==> config.mk <==
export PLATFORM = sky130hd
export DESIGN_NAME = axis_sync_fifo
export DESIGN_NICKNAME = d
export VERILOG_FILES = /design/src/rtl/axis_sync_fifo.sv
export SDC_FILE = /design/constraint.sdc
export NUM_CORES = 1
export LEC_CHECK = 0
export ABC_AREA = 1
export CORE_MARGIN = 2
export CORE_UTILIZATION = 45
export CTS_CLUSTER_DIAMETER = 100
export CTS_CLUSTER_SIZE = 30
export DETAILED_ROUTE_END_ITERATION = 6
export MAX_ROUTING_LAYER = met4
export PLACE_DENSITY = 0.84
export SETUP_SLACK_MARGIN = 0.05
export SYNTH_ARGS = -nofsm -noshare
export SYNTH_HDL_FRONTEND = slang
export SYNTH_SLANG_ARGS = --single-unit
==> constraint.sdc <==
create_clock -name clk -period 11.5 [get_ports clk]
set_clock_uncertainty 0.1 [all_clocks]
set_input_delay 2.3 -clock clk [delete_from_list [all_inputs] [get_ports clk]]
set_output_delay 2.3 -clock clk [all_outputs]
set_load 0.1 [all_outputs]
==> src/rtl/axis_sync_fifo.sv <==
// ---------------------------------------------------------------------------
// axis_sync_fifo
//   Single-clock, first-word-fall-through stream FIFO that holds an opaque
//   packed word. Wrappers pack tdata/tkeep/tuser/tlast into i_tdata and
//   unpack them from o_tdata.
//
// Parameters
//   WIDTH : payload word width in bits (>= 1)
//   SIZE  : log2 of the depth (0..15). SIZE = 0 turns the block into a
//           straight wire with no storage.
//
// Ports
//   clk       rising-edge clock
//   reset     synchronous, active-high reset
//   clear     synchronous flush, same effect on FIFO state as reset
//   i_tdata   write word
//   i_tvalid  write valid
//   i_tready  FIFO can accept a word (state-derived only)
//   o_tdata   head-of-FIFO word (not reset, undefined while o_tvalid = 0)
//   o_tvalid  FIFO holds at least one word (state-derived only)
//   o_tready  downstream accepts the head word
//   space     free entries, zero-extended to 16 bits
//   occupied  stored entries, zero-extended to 16 bits
// ---------------------------------------------------------------------------
module axis_sync_fifo #(
  parameter int WIDTH = 32,
  parameter int SIZE  = 1
) (
  input  logic             clk,
  input  logic             reset,
  input  logic             clear,
  input  logic [WIDTH-1:0] i_tdata,
  input  logic             i_tvalid,
  output logic             i_tready,
  output logic [WIDTH-1:0] o_tdata,
  output logic             o_tvalid,
  input  logic             o_tready,
  output logic [15:0]      space,
  output logic [15:0]      occupied
);

  generate
    if (SIZE == 0) begin : g_pass
      // No storage: the stage collapses to wires, so clk/reset/clear have
      // nothing to act on.
      assign o_tdata  = i_tdata;
      assign o_tvalid = i_tvalid;
      assign i_tready = o_tready;
      assign space    = 16'd0;
      assign occupied = 16'd0;
    end else begin : g_fifo
      localparam int DEPTH = 1 << SIZE;

      logic [WIDTH-1:0] mem [DEPTH];
      logic [SIZE-1:0]  wr_ptr_reg;
      logic [SIZE-1:0]  rd_ptr_reg;
      // One bit wider than the pointers so "full" (count = DEPTH) and
      // "empty" (count = 0) stay distinct after the pointers wrap.
      logic [SIZE:0]    count_reg;
      logic             flush;
      logic             push;
      logic             pop;

      assign flush = reset | clear;

      // Both handshake readies come straight from the stored count, so a
      // full FIFO refuses a word even when the head is popped in that cycle.
      assign i_tready = ~count_reg[SIZE];
      assign o_tvalid = (count_reg != '0);

      assign push = i_tvalid & i_tready;
      assign pop  = o_tvalid & o_tready;

      // Asynchronous read of the head slot gives first-word-fall-through:
      // a word written at one edge is visible right after that edge. The
      // head slot is never overwritten while it holds live data because a
      // write can only land on it when the FIFO is empty.
      assign o_tdata = mem[rd_ptr_reg];

      // Storage has no reset, which keeps it mappable onto RAM primitives.
      always_ff @(posedge clk) begin
        if (push && !flush) begin
          mem[wr_ptr_reg] <= i_tdata;
        end
      end

      always_ff @(posedge clk) begin
        if (flush) begin
          wr_ptr_reg <= '0;
          rd_ptr_reg <= '0;
          count_reg  <= '0;
        end else begin
          if (push) begin
            wr_ptr_reg <= wr_ptr_reg + 1'b1;
          end
          if (pop) begin
            rd_ptr_reg <= rd_ptr_reg + 1'b1;
          end
          case ({push, pop})
            2'b10:   count_reg <= count_reg + 1'b1;
            2'b01:   count_reg <= count_reg - 1'b1;
            default: count_reg <= count_reg;
          endcase
        end
      end

      assign occupied = 16'(count_reg);
      assign space    = 16'(DEPTH) - 16'(count_reg);
    end
  endgenerate

endmodule

==> key figures, run 1 <==
STA
  – Final number of max-transition violations: 0
  – RSZ-0062 raised after global routing: no
  – Final setup fails: 0
  – Final Hold Viols: 0
  – Final min period: 5200 ps
  – Max transition margin: 30.21%
  – Final period utilization: between 40 and 50%
  – FMAX: 192.3 MHz
  – Sum Neg Setup Slack: 0 ps
  – Tightest Pin Transition: between 1000 and 1500 ps

Floorplan
  – IO Pins: 103
  – Die area: 0.007220 mm2
  – Width of the chip: 84.97 um
  – Die Y: 84.97 um
  – Row cnt: 29
  – Total core area: 0.006350 mm2
  – Starting Density: a little under half

Cells and area
  – Finished Cell Area: 0.003961 mm2
  – Max reg flops: 64
  – Layout cells sized above 1: 19.84%
  – Number of diodes: 0
  – Final #Nets: 292
  – Synth-to-layout area growth: 34.27%

Critical path
  – WP data required: 9100 ps
  – FF-to-FF setup slack: 9630 ps
  – RR Startpoint: g_fifo.count_reg[1]
  – Crit end category: primary output
  – Worst Path Max Fanout: 32
  – Worst path arrival time: 2800 ps
  – Reg2reg path depth: 3
  – Crit Path Category: reg -> out
  – Crit start category: flop
  – Crit Reg-Reg Endpoint: g_fifo.mem[0][29]

Route
  – Vias per cell: 4.557
  – # DRC: 0
  – Detailed Route Iter0 Violations: 44
  – WL final: 4680 um
  – Post-route ant nets: 0
  – Number of iterations in the first detailed-routing pass: 4
  – Routed via count: 1522
  – Wire per inst: 14.01 um

Logic synthesis
  – Register bit total from synthesis: 69
  – Post-synth EDFFs: 64
  – Largest cells by area after synthesis: edfxtp_1 (65%), mux2_4 (15%), buf_4 (7.1%)
  – Synth top area share: 65.14%
  – Post-Syn Area per Cell: 17.35 um2
  – Synth Cell Area: between 0.002 and 0.003 mm2
  – YS warnings: 0
  – Post-synthesis sequential area ratio: 68.53%
  – Synth async-reset ratio: 0%
  – Synth top cells by count: edfxtp_1 (64), mux2_4 (30), buf_4 (28)
  – Cell accounting for the most synthesized area: edfxtp_1
  – Most frequent cell after synthesis: edfxtp_1
  – Synth cell types: 17
  – Cells after synthesis: 170
  – Post-synth top flop: edfxtp_1

Min path
  – Hold path cells: 2
  – Hold Path Origin: g_fifo.wr_ptr_reg
  – Hold crit path type: reg -> reg
  – Worst Hold End: g_fifo.wr_ptr_reg

Clock network
  – # Post-CTS Setup Buffers: 0
  – H-tree level count: 3
  – CTS tree: yes
  – Post-CTS Hold Buffers: 0
  – Root Buffer: clkbuf_8
  – CTS Buf Count: 9
  – CTS Sinks: 69
  – Post_cts resized: 0
  – Clock slew at reported path FFs: 70 ps
  – CTS max path bufs: 2
  – Worst-Skew Late Latency: 330 ps

Place
  – Placed Instance Area: about 0.0037 mm2
  – Post-DP HPWL: around 3200 um
  – Gp weighted congestion: 0.7861
  – Port bufs: 88

Run status
  – Status: completed

GRT
  – Grt ovf: 0
  – First-pass GRT wire length: 7251 um
  – Overall routing resource usage: 13.72%
  – Largest net degree at the start of global routing: 33
  – Vias in the first global route: 1545
  – Initial antenna violation count: 0

Pwr
  – Max rail drop VDD: 0.00009001 V
  – PwrDens: 155.0 mW/mm2
  – Leakage: between 0.001 and 0.0015 uW

Flow run
  – Max-cap violation count: 0
critical path, cell delays in order, from the launching register on:
cell and delay [ps]:
dfxtp_2 1010, mux2_4 300, clkdlybuf4s50_1 1140
worst max-delay path by stage:
stage	slack, ps	end	cells past startpoint
6_report	6300	o_tdata[1]	2
5_1_grt	6150	o_tdata[12]	2
4_1_cts	6220	o_tdata[18]	2
3_5_place_dp	6610	o_tdata[18]	2
3_3_place_gp	6610	o_tdata[2]	2
2_1_floorplan	6170	g_fifo.mem[1][0]	3
layer usage:
layer,up-vias,track usage (%),share of wire (%)
li1,733,-,-
met3,7,3.599,5.6
met5,-,-,0
met2,57,22.66,52
met1,725,15.36,41
met4,0,6.926,1.1
power by group:
group          switching [uW]  internal (uW)  total (uW)  leakage, uW
registers                2.88            279         282     0.000622
clock network            87.0            143         230     0.000115
logic                    74.1           27.7         102     0.000700
layout make-up:
type	instances	area, um2
inverter	9	33.78
timing repair buffer	90	895.9
multi-input combinational	73	674.4
fill	464	2389
clock inverter	7	113.9
sequential	69	2023
clock buffer	9	123.9
tap	77	96.34
placed cells by master, fill, tap and decap left out, drive strengths merged:
cell	instances
ha	3
nor2	10
clkdlybuf4s50	88
a21oi	2
mux2	32
clkinvlp	1
nand4	1
edfxtp	64
bufinv	3
nand3	1
nor3	1
nand2	8
buf	2
dfxtp	5
clkinv	3
conb	14
o21ai	1
inv	9
clkbuf	9
kinds of logic after synthesis:
family | count (synthesis) | share of synthesized area [%]
flops | 69 | 68.53
buf+inv | 41 | 10.69
mux | 32 | 16.03
simple gates | 21 | 2.841
compound gates | 3 | 0.5088
fa+ha+maj | 3 | 1.272
other cells | 1 | 0.1271
through the flow:
stage                     setup WS, ps  hold WS (ps)  total power (uW)  std cells  utilization [%]
final                             6300         405.5             614.1        334            62.38
after global routing              6153         442.5             635.2        334            62.38
after CTS                         6221         406.1             619.6        334            62.38
after detailed placement          6606         369.1             390.1        318            58.64
after global placement            6612         347.9             388.5        318            58.64
after floorplan                   6174         338.1             368.6        183                -
Note: power is estimated with default switching activity, not from simulation.
==> run 2, diff against run 1 <==
--- a/config.mk
+++ b/config.mk
@@ -7,12 +7,12 @@
 export LEC_CHECK = 0
 export ABC_AREA = 1
 export CORE_MARGIN = 2
-export CORE_UTILIZATION = 45
+export CORE_UTILIZATION = 41
 export CTS_CLUSTER_DIAMETER = 100
 export CTS_CLUSTER_SIZE = 30
 export DETAILED_ROUTE_END_ITERATION = 6
 export MAX_ROUTING_LAYER = met4
-export PLACE_DENSITY = 0.84
+export PLACE_DENSITY = 0.81
 export SETUP_SLACK_MARGIN = 0.05
 export SYNTH_ARGS = -nofsm -noshare
 export SYNTH_HDL_FRONTEND = slang
==> constraint.sdc (replaced) <==
create_clock -name clk -period 4.7 [get_ports clk]
set_clock_uncertainty 0.1 [all_clocks]
set_input_delay 0.94 -clock clk [delete_from_list [all_inputs] [get_ports clk]]
set_output_delay 0.94 -clock clk [all_outputs]
set_load 0.1 [all_outputs]
==> run 2 against run 1 <==
Sequential power increased by 140%. Register-to-register slack got worse by 6800 ps. Largest cell class unchanged. Clock-buffer cell count stayed put. Sequential share of layout area increased by 0.28 points. Worst hold slack worse by 44 ps. First-iteration DRC count is 98% higher. Combinational power is 150% higher. Final cell count rose by 5.7%. Highest routed layer unchanged. Non-clock buffer count grew 1.
==> key figures, run 2 (synthesized netlist as in run 1, its figures left out) <==
Run status
  – Status: completed

Critical path
  – Worst path arrival time: roughly 2800 ps
  – FF-to-FF setup slack: 2800 ps
  – Crit Reg-Reg Endpoint: g_fifo.mem[0][7]
  – Crit path to: o_tdata[16]
  – Crit Path Category: reg -> out
  – Crit start category: flop
  – Crit end category: primary output
  – Worst Path Max Fanout: 25
  – WP data required: roughly 3700 ps
  – Reg2reg path depth: 3
  – RR Startpoint: g_fifo.count_reg[1]

Pwr
  – Sw frac: 28.93%
  – Max rail drop VDD: 0.0001785 V
  – Gate power share: between 10% and 20%
  – Sequential fraction of design power: 49.4%
  – NetSw: 404.2 uW
  – Cell internal pwr: 993.1 uW
  – Leakage: 0.001420 uW
  – PwrDens: 354.6 mW/mm2
  – Clock power share: roughly a third

Route
  – Number of iterations in the first detailed-routing pass: 4
  – # DRC: 0
  – Routed via count: 1510
  – Detailed Route Iter0 Violations: 87
  – Vias per cell: 4.278
  – WL final: approximately 4800 um
  – Post-route ant nets: 0
  – Wire per inst: 13.57 um

STA
  – RSZ-0062 raised after global routing: no
  – Tightest Pin Transition: 983.0 ps
  – Final number of max-transition violations: 0
  – FMAX: 257.5 MHz
  – Final min period: 3884 ps
  – Final Hold Viols: 0
  – Max transition margin: 34.26%
  – Final setup fails: 0
  – Sum Neg Setup Slack: 0 ps
  – Final period utilization: 82.64%

Cells and area
  – Fill cell count: 542
  – Number of diodes: 0
  – Final #Nets: 293
  – Sequential Area: between 0.002 and 0.0025 mm2
  – Most common cell after layout, fill and taps aside: clkdlybuf4s50_1
  – Max reg flops: 64
  – Synth-to-layout area growth: 33.55%
  – Commonest non-fill, non-tap cells in the layout: clkdlybuf4s50_1 (87), edfxtp_1 (64), mux2_4 (30)
  – Area occupied by multi-input gates: 674.4 um2
  – Layout cells sized above 1: 21.01%
  – Final Util: 57.36%
  – Finished Cell Area: 0.003940 mm2

Clock network
  – # Post-CTS Setup Buffers: 0
  – CTS max path bufs: 2
  – H-tree level count: 3
  – Worst-Skew Late Latency: 330 ps
  – CTS Buf Count: 9
  – CTS Sinks: 69
  – Post-CTS Hold Buffers: 0
  – CTS tree: yes
  – Clock slew at reported path FFs: 70 ps
  – Post_cts resized: 0
  – Root Buffer: clkbuf_8

Place
  – Post-DP HPWL: ~3300 um
  – Gp weighted congestion: about 0.75
  – Port bufs: 88
  – Placed Instance Area: 0.003752 mm2

GRT
  – Initial antenna violation count: 0
  – Overall routing resource usage: 12.59%
  – Largest net degree at the start of global routing: 33
  – Grt ovf: 0
  – First-pass GRT wire length: 6913 um
  – Vias in the first global route: 1462

Floorplan
  – Starting Density: around 43%
  – Width of the chip: ~89 um
  – Total core area: between 0.006 and 0.007 mm2
  – Die Y: between 80 and 90 um
  – IO Pins: slightly above 100
  – Die area: 0.007891 mm2
  – Row cnt: 30

Min path
  – Hold crit path type: reg -> reg

Flow run
  – Max-cap violation count: 0
run 2: layout make-up:
class,instances,share of cell area [%]
inverters,9,0.8574
flip-flops and latches,69,51.35
multi-input cells,73,17.12
repair buffers,91,22.86
clock inverters,6,1.620
clock buffers,9,3.144
well taps,96,3.049
run 2: worst max-delay path, stage by stage, from the launching register on:
cell             delay (ps)
dfxtp_2                 870
buf_4                   330
mux2_4                  170
clkdlybuf4s50_1        1130
run 2: routing by layer:
| layer | share of wire [%] | vias to the layer above | global-route usage [%] |
|---|---|---|---|
| li1 | - | 731 | - |
| met4 | 1.4 | 0 | 5.647 |
| met5 | 0 | - | - |
| met1 | 42 | 713 | 13.51 |
| met2 | 50 | 58 | 20.49 |
| met3 | 6.7 | 8 | 5.037 |
run 2: per-stage QoR:
| step | hold WS (ps) | setup WS [ps] | cells | power, uW |
|---|---|---|---|---|
| 4_1_cts | 363.2 | 759.8 | 353 | 1413 |
| 3_5_place_dp | 352.4 | 1136 | 338 | 954.5 |
| 3_3_place_gp | 349.0 | 1176 | 338 | 951.0 |
| 6_report | 361.5 | 815.9 | 353 | 1397 |
| 5_1_grt | 386.8 | 696.9 | 353 | 1447 |
| 2_1_floorplan | 338.1 | 161.2 | 183 | 902.0 |
run 2: worst min path at each step:
stage	end	cells after the start	slack, ps	start
2_1_floorplan	g_fifo.wr_ptr_reg	2	340	g_fifo.wr_ptr_reg
3_3_place_gp	g_fifo.wr_ptr_reg	2	350	g_fifo.wr_ptr_reg
3_5_place_dp	g_fifo.wr_ptr_reg	2	350	g_fifo.wr_ptr_reg
4_1_cts	g_fifo.wr_ptr_reg	2	360	g_fifo.wr_ptr_reg
5_1_grt	g_fifo.wr_ptr_reg	2	390	g_fifo.wr_ptr_reg
6_report	g_fifo.wr_ptr_reg	2	360	g_fifo.wr_ptr_reg
run 2: power by group through the flow:
| stage | registers, uW | logic (uW) | clock network (uW) |
|---|---|---|---|
| floorplan | 707 | 195 | 0 |
| global placement | 703 | 248 | 0 |
| detailed placement | 704 | 250 | 0 |
| CTS | 690 | 251 | 472 |
| global route | 691 | 258 | 498 |
| finish | 690 | 250 | 457 |
